### src/rtl/multicycle_ctrl.sv
// multicycle_ctrl -- multi-cycle control FSM for the 16-bit RISC-V core.
// Sequences FETCH/DECODE/EXEC/MEM/WB over a shared memory port using a
// mem_ready handshake. It traps on illegal opcodes and on memory waits that
// exceed TIMEOUT_CYC cycles.
//
// Parameters:
//   ALU_OP_W    width of alu_op (>=4). Bits above [3] are driven 0.
//   TIMEOUT_CYC consecutive un-acked memory cycles before a timeout trap (1..255)
//
// Ports:
//   clk, rst            rising-edge clock, synchronous active-high reset
//   opcode/funct3/funct7 instruction fields taken from the IR
//   mem_ready           memory completes the current request this cycle
//   branch_taken        datapath comparator result for the current funct3
//   pc_write/pc_src     PC load strobe; 0 = ALU result, 1 = ALUOut
//   ir_write            latch IR and oldPC
//   mem_req/mem_we      memory request and write qualifier
//   mem_addr_sel        0 = PC, 1 = ALUOut
//   alu_src_a/alu_src_b ALU operand selects; alu_op is the ALU function
//   reg_write/wb_sel    regfile write enable; 00 ALUOut, 01 MDR, 10 oldPC+2
//   illegal/timeout_err sticky trap causes, cleared only by rst
//   state_o             current state (debug)
//
// Optional build macro CTRL_PERF_CNT_EN adds the cycle_cnt and instret
// performance counters.
module multicycle_ctrl #(
  parameter int ALU_OP_W    = 4,
  parameter int TIMEOUT_CYC = 15
) (
  input  logic                clk,
  input  logic                rst,
  input  logic [6:0]          opcode,
  input  logic [2:0]          funct3,
  input  logic [6:0]          funct7,
  input  logic                mem_ready,
  input  logic                branch_taken,
  output logic                pc_write,
  output logic                pc_src,
  output logic                ir_write,
  output logic                mem_req,
  output logic                mem_we,
  output logic                mem_addr_sel,
  output logic                alu_src_a,
  output logic [1:0]          alu_src_b,
  output logic [ALU_OP_W-1:0] alu_op,
  output logic                reg_write,
  output logic [1:0]          wb_sel,
  output logic                illegal,
  output logic                timeout_err,
  output logic [2:0]          state_o
`ifdef CTRL_PERF_CNT_EN
  ,
  output logic [31:0]         cycle_cnt,
  output logic [31:0]         instret
`endif
);

  typedef enum logic [2:0] {
    S_FETCH  = 3'd0,
    S_DECODE = 3'd1,
    S_EXEC   = 3'd2,
    S_MEM    = 3'd3,
    S_WB     = 3'd4,
    S_TRAP   = 3'd5
  } state_e;

  localparam logic [6:0] OP_R   = 7'b0110011;
  localparam logic [6:0] OP_I   = 7'b0010011;
  localparam logic [6:0] OP_LD  = 7'b0000011;
  localparam logic [6:0] OP_ST  = 7'b0100011;
  localparam logic [6:0] OP_BR  = 7'b1100011;
  localparam logic [6:0] OP_JAL = 7'b1101111;

  // The last allowed wait cycle. If memory is still not ready here, the
  // request is abandoned.
  localparam logic [7:0] WAIT_LAST = 8'(TIMEOUT_CYC - 1);

  state_e     state_q, state_d;
  logic [7:0] wait_q, wait_d;
  logic       ill_q, ill_d;
  logic       to_q, to_d;

  logic is_r, is_i, is_ld, is_st, is_br, is_jal, legal;
  logic [3:0] alu4;
  logic       mem_wait;

  // funct7 contributes only bit 5 (the SUB/SRA selector).
  logic unused_funct7;
  assign unused_funct7 = ^{funct7[6], funct7[4:0]};

  assign is_r   = (opcode == OP_R);
  assign is_i   = (opcode == OP_I);
  assign is_ld  = (opcode == OP_LD);
  assign is_st  = (opcode == OP_ST);
  assign is_br  = (opcode == OP_BR);
  assign is_jal = (opcode == OP_JAL);
  assign legal  = is_r | is_i | is_ld | is_st | is_br | is_jal;

  always_comb begin
    state_d      = state_q;
    ill_d        = ill_q;
    to_d         = to_q;
    wait_d       = 8'd0;
    mem_wait     = 1'b0;
    pc_write     = 1'b0;
    pc_src       = 1'b0;
    ir_write     = 1'b0;
    mem_req      = 1'b0;
    mem_we       = 1'b0;
    mem_addr_sel = 1'b0;
    alu_src_a    = 1'b0;
    alu_src_b    = 2'b00;
    alu4         = 4'b0000;
    reg_write    = 1'b0;
    wb_sel       = 2'b00;

    unique case (state_q)
      S_FETCH: begin
        mem_req   = 1'b1;
        alu_src_b = 2'b10;              // PC + 2
        if (mem_ready) begin
          ir_write = 1'b1;
          pc_write = 1'b1;
          state_d  = S_DECODE;
        end else begin
          mem_wait = 1'b1;
        end
      end
      S_DECODE: begin
        // oldPC + imm: the branch/JAL target is ready in ALUOut by EXEC.
        alu_src_b = 2'b01;
        if (legal) begin
          state_d = S_EXEC;
        end else begin
          state_d = S_TRAP;
          ill_d   = 1'b1;
        end
      end
      S_EXEC: begin
        if (is_r) begin
          alu_src_a = 1'b1;
          alu4      = {funct7[5], funct3};
          state_d   = S_WB;
        end else if (is_i) begin
          // Only the shift-right immediate uses funct7[5] (SRAI vs SRLI).
          alu_src_a = 1'b1;
          alu_src_b = 2'b01;
          alu4      = {(funct3 == 3'b101) ? funct7[5] : 1'b0, funct3};
          state_d   = S_WB;
        end else if (is_ld || is_st) begin
          alu_src_a = 1'b1;
          alu_src_b = 2'b01;
          state_d   = S_MEM;
        end else if (is_br) begin
          alu_src_a = 1'b1;
          alu4      = 4'b1000;          // SUB for the compare
          pc_src    = 1'b1;
          pc_write  = branch_taken;
          state_d   = S_FETCH;
        end else begin                  // JAL: link oldPC+2, jump to ALUOut
          pc_write  = 1'b1;
          pc_src    = 1'b1;
          reg_write = 1'b1;
          wb_sel    = 2'b10;
          state_d   = S_FETCH;
        end
      end
      S_MEM: begin
        mem_req      = 1'b1;
        mem_addr_sel = 1'b1;
        mem_we       = is_st;
        if (mem_ready) state_d = is_ld ? S_WB : S_FETCH;
        else           mem_wait = 1'b1;
      end
      S_WB: begin
        reg_write = 1'b1;
        wb_sel    = is_ld ? 2'b01 : 2'b00;
        state_d   = S_FETCH;
      end
      S_TRAP: ;
      default: state_d = S_FETCH;
    endcase

    // A memory grant takes priority over the timeout. The counter clears
    // by default and counts only consecutive stalled cycles in one state.
    if (mem_wait) begin
      if (wait_q == WAIT_LAST) begin
        state_d = S_TRAP;
        to_d    = 1'b1;
      end else begin
        wait_d = wait_q + 8'd1;
      end
    end

    // During reset, no strobe may leak out. This drops any pending request.
    if (rst) begin
      pc_write     = 1'b0;
      pc_src       = 1'b0;
      ir_write     = 1'b0;
      mem_req      = 1'b0;
      mem_we       = 1'b0;
      mem_addr_sel = 1'b0;
      alu_src_a    = 1'b0;
      alu_src_b    = 2'b00;
      alu4         = 4'b0000;
      reg_write    = 1'b0;
      wb_sel       = 2'b00;
    end
  end

  always_comb begin
    alu_op      = '0;
    alu_op[3:0] = alu4;
  end

  always_ff @(posedge clk) begin
    if (rst) begin
      state_q <= S_FETCH;
      wait_q  <= 8'd0;
      ill_q   <= 1'b0;
      to_q    <= 1'b0;
    end else begin
      state_q <= state_d;
      wait_q  <= wait_d;
      ill_q   <= ill_d;
      to_q    <= to_d;
    end
  end

  assign illegal     = ill_q;
  assign timeout_err = to_q;
  assign state_o     = state_q;

`ifdef CTRL_PERF_CNT_EN
  logic [31:0] cyc_q, ins_q;

  // An instruction retires when control returns to FETCH after execution.
  always_ff @(posedge clk) begin
    if (rst) begin
      cyc_q <= 32'd0;
      ins_q <= 32'd0;
    end else begin
      if (state_q != S_TRAP) cyc_q <= cyc_q + 32'd1;
      if (state_d == S_FETCH &&
          (state_q == S_EXEC || state_q == S_MEM || state_q == S_WB))
        ins_q <= ins_q + 32'd1;
    end
  end

  assign cycle_cnt = cyc_q;
  assign instret   = ins_q;
`endif

endmodule

### config.mk
export PLATFORM = sky130hd
export DESIGN_NAME = multicycle_ctrl
export DESIGN_NICKNAME = d
export VERILOG_FILES = /design/src/rtl/multicycle_ctrl.sv
export SDC_FILE = /design/constraint.sdc
export NUM_CORES = 1
export LEC_CHECK = 0
export ABC_AREA = 1
export CAP_MARGIN = 30
export CORE_MARGIN = 8
export CORE_UTILIZATION = 37
export CTS_CLUSTER_SIZE = 16
export DETAILED_ROUTE_END_ITERATION = 8
export HOLD_SLACK_MARGIN = 0.1
export PLACE_DENSITY = 0.86
export SLEW_MARGIN = 20
export SYNTH_ARGS = -nofsm -noshare
export SYNTH_HDL_FRONTEND = slang
export SYNTH_SLANG_ARGS = --single-unit
### constraint.sdc
create_clock -name clk -period 1.4 [get_ports clk]
set_input_delay 0.28 -clock clk [delete_from_list [all_inputs] [get_ports clk]]
set_output_delay 0.28 -clock clk [all_outputs]
set_load 0.05 [all_outputs]
# --- After elaboration in Yosys (flattened, before gate mapping) ---
# Cells that the tools add are included.
totals:
  regBits: 13
  in_bits: 21
  output_inout_bits: 21
  word_cells: 94
classes:
  n_addsub: 1
  n_eq_ne: 13
  n_mux: 63
  bitwise: 7
  n_reduce_logical: 6
ops:
  columns: ["op", "count"]
  rows:
  - ["1-bit two-way mux", 37]
  - ["3-bit two-way mux", 8]
  - ["4-bit two-way mux", 6]
  - ["3-bit case mux with 5 select lines", 1]
  - ["7-bit by 6-bit == test with 1-bit output, second input constant", 2]
  - ["7-bit == test, second input constant", 2]
  - ["2-bit two-way mux", 7]
  - ["3-bit == test, second input constant", 3]
  - ["8-bit by 1-bit adder with 8-bit output, second input constant", 1]
  - ["8-bit by 4-bit == test with 1-bit output, second input constant", 1]
  - ["7-bit by 2-bit == test with 1-bit output, second input constant", 1]
  - ["7-bit by 5-bit == test with 1-bit output, second input constant", 1]
  - ["3-bit by 2-bit == test with 1-bit output, second input constant", 2]
  - ["2-bit case mux with 3 select lines", 1]
  - ["1-bit bitwise OR", 5]
  - ["1-bit case mux with 2 select lines", 2]
  - ["2-bit case mux with 2 select lines", 1]
  - ["2-bit AND reduction", 2]
  - ["3-bit by 1-bit == test with 1-bit output, second input constant", 1]
  - ["3-bit logical NOT", 1]
  - ["3-bit OR reduction", 1]
  - ["1-bit NOT", 2]
  - ["2-bit OR reduction", 1]
  - ["1-bit logical OR", 1]

# --- Depth between registers and ports, before layout ---
# Gate-level depths: netlist of run 1.
logic_depth:
  ltp_word: 10
  ltp_mapped: 11

# --- Worst setup path after synthesis of run 1 ---
# No wires, ideal clock.
synth_path:
  path_kind: "reg-to-output"
  from: "register state_q[1] (netlist: state_o[1])"
  to: "output alu_op[3]"
  arrival_ps: 2385
  slack_ps: -1265
  stages_incl_launch_ff: 7
  n_path_buf: 0
  cell_sequence: "dfxtp_1 -> nand2_2 -> nor2_2 -> inv_2 -> nor2_4 -> inv_2 -> a211oi_1"
synth_between:
  elab_chain_len: 3
synth_lines:
  columns: ["item", "line_no", "text"]
  rows:
  - ["from (decl)", "78", "state_e state_q, state_d;"]
  - ["from (signal assigned)", "223", "state_q <= state_d;"]
  - ["3-bit by 2-bit == test with 1-bit output", "117", "unique case (state_q)"]
  - ["4-bit two-way mux", "117", null]
  - ["4-bit two-way mux", "196", "if (rst) begin"]
  - ["to (decl)", "45", "output logic [ALU_OP_W-1:0] alu_op,"]
# Every way passes these cells.

# --- Worst setup path in the final report of run 1 ---
layout_path:
  from: "register state_q[0] (netlist: state_o[0])"
  to: "output pc_write"
layout_between:
  elab_chain_len: 3
  elab_cells_between_ends: 4
  cone_classes: "eq/ne: 1; mux: 2; reduce/logical: 1"
layout_lines:
  columns: ["item", "line_no", "text"]
  rows:
  - ["3-bit by 2-bit == test with 1-bit output or 3-bit logical NOT (tied branches)", "117", null]
  - ["1-bit case mux with 2 select lines *", "117", null]
  - ["1-bit two-way mux *", "196", null]
  - ["to (decl)", "37", "output logic pc_write,"]
# Mark *: on every way between the ends. The rest lies on a longest branch, timed or not.

==> results of run 1 <==
## final timing paths
check,from,cells past startpoint,to,slack [ns]
worst min-delay path,wait_q[0]$_SDFF_PP0_,1,wait_q[0]$_SDFF_PP0_,0.51
worst max-delay path,state_o[0]$_SDFF_PP0_,10,pc_write,-0.59
worst max register to register,state_o[0]$_SDFF_PP0_,9,wait_q[2]$_SDFF_PP0_,-0.36
worst min register to register,wait_q[0]$_SDFF_PP0_,1,wait_q[0]$_SDFF_PP0_,0.51
## placed cells by master, fill, tap and decap left out, drive strengths merged, types with 5 or more instances in the layout
cell type,synthesis,layout
nor3,5,5
a21oi,7,7
clkbuf,0,5
nand2,32,32
nand4,6,6
dfxtp,13,13
nor2,40,40
o21ai,5,5
buf,1,71
inv,23,21
nand3,9,9
clkdlybuf4s50,0,6
## worst register-to-register path, delay by kind of cell (launching register included)
family / cells / cell delay, ns
compound gates: 1 / 0.19
simple gates: 3 / 0.53
buf+inv: 5 / 0.61
flops: 1 / 0.37
## cell families after synthesis
group | count (synthesis) | share of synthesized area (%)
XOR/XNOR | 3 | 2.72
AO/OA/AOI/OAI | 13 | 9.33
adder cells (fa/ha/maj) | 2 | 2.59
AND/OR/NAND/NOR | 95 | 48.3
buffers and inverters | 24 | 10.1
flip-flops | 13 | 26.9
## routing by layer
layer,GRT usage (%),wire length [um]
met1,21.4,2360
met2,43.1,3320
met3,5.03,679
met4,20.9,445
met5,0,0
## flip-flops by register name, summed over array words and instances, names as in the netlist
signal and flops:
timeout_err 1, wait_q 8, state_o 3, illegal 1
## layout make-up
type | count | area, sq um
multi-input combinational | 113 | 993
timing repair buffer | 81 | 942
sequential | 13 | 272
inverter | 23 | 130
fill | 42 | 76.3
tap | 30 | 37.5
clock buffer | 4 | 26.3
## report_power, final
part	total (mW)	leakage (nW)	internal [mW]	switching (mW)
logic	1.21	0.898	0.527	0.681
registers	0.439	0.108	0.401	0.0377
clock network	0.237	0.0150	0.111	0.126
total	1.88	1.02	1.04	0.845
## repair_timing
item                       CTS  global route
gates resized for setup     83            33
setup endpoints to repair   29            29
setup buffers               13            11
pin swaps                   32            21
## stage by stage
stage | setup TNS, ns | setup slack, ns | std cells | util, %
detailed placement | -10.92 | -0.709 | 241 | 76.4
floorplan | -3.24 | -0.570 | 150 | -
global route | -12.06 | -0.627 | 264 | 96.9
global placement | -9.86 | -0.644 | 241 | 76.4
CTS | -7.67 | -0.464 | 256 | 89.2
finish | -10.92 | -0.590 | 264 | 96.9
==> reports/qor.txt, run 1 <==
Status -> finished, violations left
Failing checks -> negative setup slack
RSZ-0062 raised after global routing -> true
Num rows -> 18
Max incr delay on CP -> 0.36 ns
Post-DP HPWL -> 2730 um
VDD IR max -> 1310 uV
Yosys top cell by area -> dfxtp_1
Syn-to-layout area delta -> 149%
CTS root buf -> clkbuf_4
CTS Buffer Depth -> 2
PortBufs -> 35
Crit path cell chain -> inv_4 > nand2_4 > nor2_4 > inv_2 > nor2_4 > inv_4 > nor3_4 > o21ai_2 > o21ai_4 > buf_12
Leak -> 1.02 nW
First drt pass iteration count -> 5
Post-synthesis sequential area ratio -> 26.9%
Synthesized netlist cell count -> 150
Crit path max fanout -> 6
Commonest cells in the netlist -> 35 x nor2_1, 30 x nand2_1, 18 x inv_1, 13 x dfxtp_1, 7 x nand3_1
Maximum clock rate -> 0.503 GHz
Critical path class -> flop to primary output
Max_cap viols -> 0
First-pass GRT wire length -> 8000 um
Starting Density -> 39.0%
Tmin final -> 1.99 ns
Clock sink count -> 13
DIE WIDTH -> 67.1 um
CTS tree -> built
Crit path DAT -> 1.71 ns
Ys flop type -> dfxtp_1
Initial antenna violation count -> 0
Synth Cell Area -> 966 sq um
First DRT Iteration DRCs -> 98
Hold buffers post-CTS -> 0
Final instance area -> 2400 sq um
Dpl cell area -> 1890 sq um
Syn_nets -> 173
Number of synthesized flops with an enable pin -> 0
Setup ws final -> -0.590 ns
Top-count cell post-synth -> nor2_1
Largest net degree at the start of global routing -> 9
CP top delay family -> simple AND/OR/NAND/NOR gates
Via count -> 1,586
Fin. Hold Viols -> 0
Vias in the first global route -> 1,566
Global Route Usage Sum -> 23.6%
Synth top area cells -> dfxtp_1 27%, nor2_1 14%, nand2_1 12%
Fin Hold WS -> 0.508 ns
Nets -> 258
Buf/Inv on CP -> 4
Routed wire per std cell -> 25.7 um
Slowest cell on crit path -> dfxtp_4
Crit share post-route -> 142%
Flop and latch count out of synthesis -> 13
Core area -> 2480 sq um
Crit end category -> primary output
CTS Buf Count -> 3
# IOs -> 42
Critical path launch point type -> flop
Final setup fails -> 30
Power Dens Cells -> 785 nW/um^2
Skew final -> 0.00312 ns
Placer Congestion -> 0.866
Residual DRC count -> 0
Mapped Avg Cell Area -> 6.44 sq um
Worst path required time -> 1.12 ns
Pwr Total -> 1.88 mW
Htree depth -> 1
Synth unique cells -> 27
Vias per cell -> 6.01
Clock transition at path regs -> 0.08 ns
Die Span Y -> 67.1 um
Ant diodes -> 0
Fraction of layout cells with a size suffix above 1 -> 66.7%
Synth Warn # -> 0
WL final -> 6800 um
Post-synth top area share -> 26.9%
Total gr overflow -> 0
Worst-Margin Slew -> 0.358 ns
Remaining antenna violation count -> 0
Normalized max-slew margin -> 76.0%
Die area -> 4500 sq um
Worst-Skew Late Latency -> 0.28 ns
Final Slew Violations -> 0
Worst hold path class -> flop to flop
Ys async rst share -> 0%
(Power assumes the default switching activity.)
==> inputs of run 2 (changes only) <==
--- a/config.mk
+++ b/config.mk
@@ -13,7 +13,7 @@
 export DETAILED_ROUTE_END_ITERATION = 8
 export HOLD_SLACK_MARGIN = 0.1
 export PLACE_DENSITY = 0.86
-export SLEW_MARGIN = 20
+export SLEW_MARGIN = 40
 export SYNTH_ARGS = -nofsm -noshare
 export SYNTH_HDL_FRONTEND = slang
 export SYNTH_SLANG_ARGS = --single-unit
==> results of run 2 <==
Final layout, timing and power as in run 1 (identical DEF).
